`src/rtl/imem_boot_loader.sv`:
```
// UART-fed boot loader: parses MAGIC/CNT/payload frames and writes 32-bit words into imem.
// Optional trailing XOR checksum byte enabled with LOADER_CHECKSUM_EN.
module imem_boot_loader #(
  parameter int                ADDR_W    = 14,
  parameter logic [ADDR_W-1:0] BASE_ADDR = 14'h0,
  parameter logic [7:0]        MAGIC     = 8'hA5,
  parameter int                MAX_WORDS = 4096
) (
  input  logic              clk,
  input  logic              rst_n,
  input  logic [7:0]        rx_data,
  input  logic              rx_valid,
  output logic              rx_ready,
  output logic [ADDR_W-1:0] write_addr,
  output logic [31:0]       write_data,
  output logic              w_en,
  output logic              cpu_hold,
  output logic              done,
  output logic              error
);

  typedef enum logic [2:0] {
    HUNT, CNT_LO, CNT_HI, DATA, CSUM, DONE, ERR
  } state_t;

  localparam logic [16:0] MAX_CNT = 17'(MAX_WORDS);

  state_t          state, state_nxt;
  logic [7:0]      cnt_lo;
  logic [15:0]     cnt;
  logic [15:0]     word_idx;
  logic [1:0]      byte_cnt;
  logic [2:0][7:0] word_buf;
  logic            xfer;
  logic [15:0]     cnt_full;
  logic            last_word;
  logic            is_magic;

`ifdef LOADER_CHECKSUM_EN
  logic [7:0]      csum;
`endif

  assign xfer      = rx_valid & rx_ready;
  assign cnt_full  = {rx_data, cnt_lo};
  assign last_word = (16'(word_idx + 16'd1) == cnt);
  assign is_magic  = (rx_data == MAGIC);

  assign done     = (state == DONE);
  assign error    = (state == ERR);
  assign cpu_hold = (state != DONE);

  always_ff @(posedge clk or negedge rst_n) begin
    if (!rst_n) state <= HUNT;
    else        state <= state_nxt;
  end

  always_comb begin
    state_nxt = state;
    if (xfer) begin
      case (state)
        HUNT:   if (is_magic) state_nxt = CNT_LO;
        CNT_LO: state_nxt = CNT_HI;
        CNT_HI: begin
          if (cnt_full == 16'd0)
`ifdef LOADER_CHECKSUM_EN
            state_nxt = CSUM;
`else
            state_nxt = DONE;
`endif
          else if ({1'b0, cnt_full} > MAX_CNT)
            state_nxt = ERR;
          else
            state_nxt = DATA;
        end
        DATA: begin
          if (byte_cnt == 2'd3 && last_word)
`ifdef LOADER_CHECKSUM_EN
            state_nxt = CSUM;
`else
            state_nxt = DONE;
`endif
        end
`ifdef LOADER_CHECKSUM_EN
        CSUM:   state_nxt = (rx_data == csum) ? DONE : ERR;
`endif
        DONE, ERR: if (is_magic) state_nxt = CNT_LO;
        default: state_nxt = HUNT;
      endcase
    end
  end

  // Datapath: the 4th byte of a word registers the write, so w_en lands one cycle later.
  always_ff @(posedge clk or negedge rst_n) begin
    if (!rst_n) begin
      rx_ready   <= 1'b0;
      write_addr <= '0;
      write_data <= '0;
      w_en       <= 1'b0;
      cnt_lo     <= '0;
      cnt        <= '0;
      word_idx   <= '0;
      byte_cnt   <= '0;
      word_buf   <= '0;
`ifdef LOADER_CHECKSUM_EN
      csum       <= '0;
`endif
    end else begin
      rx_ready <= 1'b1;
      w_en     <= 1'b0;
      if (xfer) begin
        case (state)
          HUNT, DONE, ERR: begin
            if (is_magic) begin
              word_idx <= '0;
              byte_cnt <= '0;
`ifdef LOADER_CHECKSUM_EN
              csum     <= '0;
`endif
            end
          end
          CNT_LO: cnt_lo <= rx_data;
          CNT_HI: cnt    <= cnt_full;
          DATA: begin
`ifdef LOADER_CHECKSUM_EN
            csum <= csum ^ rx_data;
`endif
            byte_cnt <= 2'(byte_cnt + 2'd1);
            case (byte_cnt)
              2'd0: word_buf[0] <= rx_data;
              2'd1: word_buf[1] <= rx_data;
              2'd2: word_buf[2] <= rx_data;
              default: begin
                w_en       <= 1'b1;
                write_data <= {rx_data, word_buf[2], word_buf[1], word_buf[0]};
                write_addr <= ADDR_W'(BASE_ADDR + ADDR_W'({word_idx, 2'b00}));
                word_idx   <= 16'(word_idx + 16'd1);
              end
            endcase
          end
          default: ;
        endcase
      end
    end
  end

endmodule
```
`config.mk`:
```
export PLATFORM = sky130hd
export DESIGN_NAME = imem_boot_loader
export DESIGN_NICKNAME = d
export VERILOG_FILES = /design/src/rtl/imem_boot_loader.sv
export SDC_FILE = /design/constraint.sdc
export NUM_CORES = 1
export LEC_CHECK = 0
export CORE_MARGIN = 2
export CORE_UTILIZATION = 42
export DETAILED_ROUTE_END_ITERATION = 10
export GPL_ROUTABILITY_DRIVEN = 0
export PLACE_DENSITY = 0.74
export SYNTH_ARGS = -nofsm -noshare
export SYNTH_HDL_FRONTEND = slang
export SYNTH_SLANG_ARGS = --single-unit
```
`constraint.sdc`:
```
create_clock -name clk -period 4.4 [get_ports clk]
set_clock_uncertainty 0.2 [all_clocks]
set_input_delay 0.88 -clock clk [delete_from_list [all_inputs] [get_ports clk]]
set_output_delay 0.88 -clock clk [all_outputs]
set_load 0.1 [all_outputs]
```
==> flow_metrics.tcl <==
set metrics [dict create \
    cts.sinks 115 \
    diodes 0 \
    reg2reg_setup_slack_ps 1260 \
    hold_buffers 0 \
    vdd_drop_max_mv 0.3016 \
    leakagePower_nw 3.127 \
    p_clk_share_pct 38.1 \
    slew_headroom_pct 34.38 \
    drv_cap 0 \
    postSynthAreaPerCell_um2 10.13 \
    outcome "completed" \
    cts_buffer_depth 2 \
    endpoint_kind "output port" \
    required_ps 3320 \
    wl_um 12110 \
    setup_tns_ps 0 \
    async_flop_share_pct 100.0 \
    start_util_pct 43.42 \
    period_needed_ps 3583 \
    crit_fanout 10 \
    criticalPathCategory "flip-flop to output port" \
    holdCritPathClass "input port to asynchronous set/reset pin" \
    finalSetupViolCount 0 \
    fmax_mhz 279.1 \
    h-tree-depth 4 \
    worstSetupStartpoint "state[0]" \
    power.density_mw_per_mm2 533.5 \
    grt_pass1_wl_um 20140 \
    slew_viol_final 0 \
    vias_per_cell 5.297 \
    fp.coreArea_mm2 0.01216 \
    seq_area_frac_synth_pct 54.50 \
    placed_area_mm2 0.006007 \
    fp.dieArea_mm2 0.01349 \
    synth_edf_count 0 \
    clkTransAtPathRegs_ps 60 \
    antenna_found_initial 0 \
    p_sw_share_pct 31.74 \
    synth_top_area_cell "dfrtp_1" \
    rsz0062_at_grt "no" \
    yosysWarnings 0 \
    area_delta_synth_final_pct 24.81 \
    synth_cells 521 \
    report.final.hold_viol_count 0 \
    worst_ep_arrival_time_ps 2500 \
    intPower_mw 2.400 \
    port_buffers 59 \
    first_iter_violations 248 \
    final_nets 596 \
    gr-total-overflow 0 \
    grt_pass1_vias 4007 \
    dpl.hpwl_um 7933 \
    ys_types 55 \
    post_cts_resized 0 \
    firstDrtPassIters 4 \
    die_h_um 116.1 \
    grt_max_degree 63 \
    yosysTopAreaCellShare_pct 54.50 \
    nFillCells 1045 \
    cpMaxStageDelayCell "clkdlybuf4s50_1" \
    num_rows 40 \
    post-cts-setup-buffers 0 \
    vias 4031 \
    crit_chain "nor2b_1, nand2_1, inv_1, clkdlybuf4s50_1" \
    cts_tree "done" \
    rr_startpoint "word_idx[0]" \
    synth_area_leaders "dfrtp_1, nand2_1, mux2_2" \
    pwr-share-comb_pct 21.0 \
    drive_gt1_share_pct 17.20 \
    finalCritPeriodShare_pct 81.44 \
    p_sw_mw 1.116 \
    clk_latency_ps 410 \
    grtUsageTotal_pct 19.42 \
    wl_per_cell_um 15.91 \
    ios 62 \
    start_kind "flip-flop" \
    cts_root_buf "clkbuf_16" \
    ant_nets 0 \
    finalNonFillerCells 761 \
    stdcell_area_mm2 0.006590 \
    synth_seq_cells 115 \
    worst_slew_pin_slew_ps 981.2 \
    ff2ff_path_depth 7 \
    cpPeakStageDelay_ps 1120 \
    drc_errors 0 \
    netlist_area_mm2 0.005280 \
    ys.flop_type "dfrtp_1" \
    cts_buffers 17 \
    power_mw 3.516 \
    seqPwrFrac_pct 40.8 \
    r2r-end "state[1]" \
    placedCellCount 729 \
    die_w_um 116.1 \
]
==> Yosys cell counts (6+ instances only) <==
cell and count:
xor2_1 9, buf_2 6, dfrtp_1 115, nor4_1 6, nand3_1 8, o21ai_0 33, mux2_2 48, nor3_1 10
o31ai_1 6, clkbuf_1 14, nand2_1 154, a21oi_1 7, nor2_1 19, xnor2_1 10
==> worst max-delay path by stage <==
stage / end / slack (ps) / cells past startpoint
after floorplan: done / 1070 / 4
after global placement: word_idx[6] / 1150 / 8
after detailed placement: word_idx[8] / 1120 / 8
after CTS: done / 810 / 4
after global routing: done / 700 / 4
final: done / 820 / 4
==> metal layers <==
metal | GRT usage (%) | share of wire [%] | vias up
met1 | 26.48 | 46 | 1995
met3 | 4.100 | 4.3 | 25
met5 | 0 | 0 | -
li1 | - | - | 1892
met4 | 8.413 | 1.9 | 0
met2 | 30.29 | 47 | 119
==> cells in the final DEF (no fill, tap or decap), types with 3 or more instances in the layout <==
cell type,synthesis,layout
a21oi_1,7,7
a22o_1,3,3
and2_1,3,3
and3_1,3,3
buf_4,4,11
clkbuf_16,0,17
clkdlybuf4s50_1,0,57
clkinv_4,0,4
conb_1,2,3
dfrtp_1,115,115
ha_1,5,5
inv_1,5,5
inv_6,0,5
mux2_2,48,48
nand2_1,154,153
nand3_1,8,8
nand4_1,5,5
nor2_1,19,19
nor2b_1,5,5
nor3_1,10,10
nor4_1,6,6
o21ai_0,33,33
o31ai_1,6,6
xnor2_1,10,10
xor2_1,9,9
==> worst max-delay path, delay by kind of cell, from the launching register on <==
kind / cells / cell delay, ps
AND/OR/NAND/NOR: 2 / 380
flip-flops: 1 / 510
buffers and inverters: 2 / 1200
==> registers in the layout, summed over array words and instances, names as in the netlist <==
| register | count |
|---|---|
| write_data | 32 |
| word_buf | 24 |
| cnt | 16 |
| word_idx | 16 |
| write_addr | 12 |
| cnt_lo | 8 |
| state | 3 |
| byte_cnt | 2 |
| rx_ready | 1 |
| w_en | 1 |
==> cells by family after synthesis <==
family          after synthesis  synth area share [%]
flops                       115                 54.50
simple gates                229                 19.38
mux                          50                 10.62
compound gates               66                 7.796
buf+inv                      35                 3.223
fa+ha+maj                     5                 1.185
xor+xnor                     19                 3.152
other cells                   2                0.1422
==> power groups by stage <==
stage	clock network (mW)	logic (mW)	registers, mW
floorplan	0	0.509	1.47
global placement	0	0.704	1.43
detailed placement	0	0.732	1.45
CTS	1.37	0.743	1.43
global route	1.42	0.798	1.46
finish	1.34	0.739	1.44
==> metrics by stage <==
stage	hold slack (ps)	worst slack, ps	utilization [%]
2_1_floorplan	233.1	1071	-
5_1_grt	225.5	695.6	54.19
3_5_place_dp	254.1	1118	49.39
3_3_place_gp	250.2	1154	49.39
6_report	198.6	816.7	54.19
4_1_cts	201.4	810.0	54.19
==> final cells by class <==
class                   instances  area (um^2)  area share [%]
well taps                     168        210.2           3.190
flip-flops and latches        115         2878           43.67
clock buffers                  18        439.2           6.664
repair buffers                 68        653.1           9.911
inverters                       6        22.52          0.3418
clock inverters                14        143.9           2.183
multi-input cells             372         2243           34.04
Note: power is estimated with default switching activity, not from simulation.
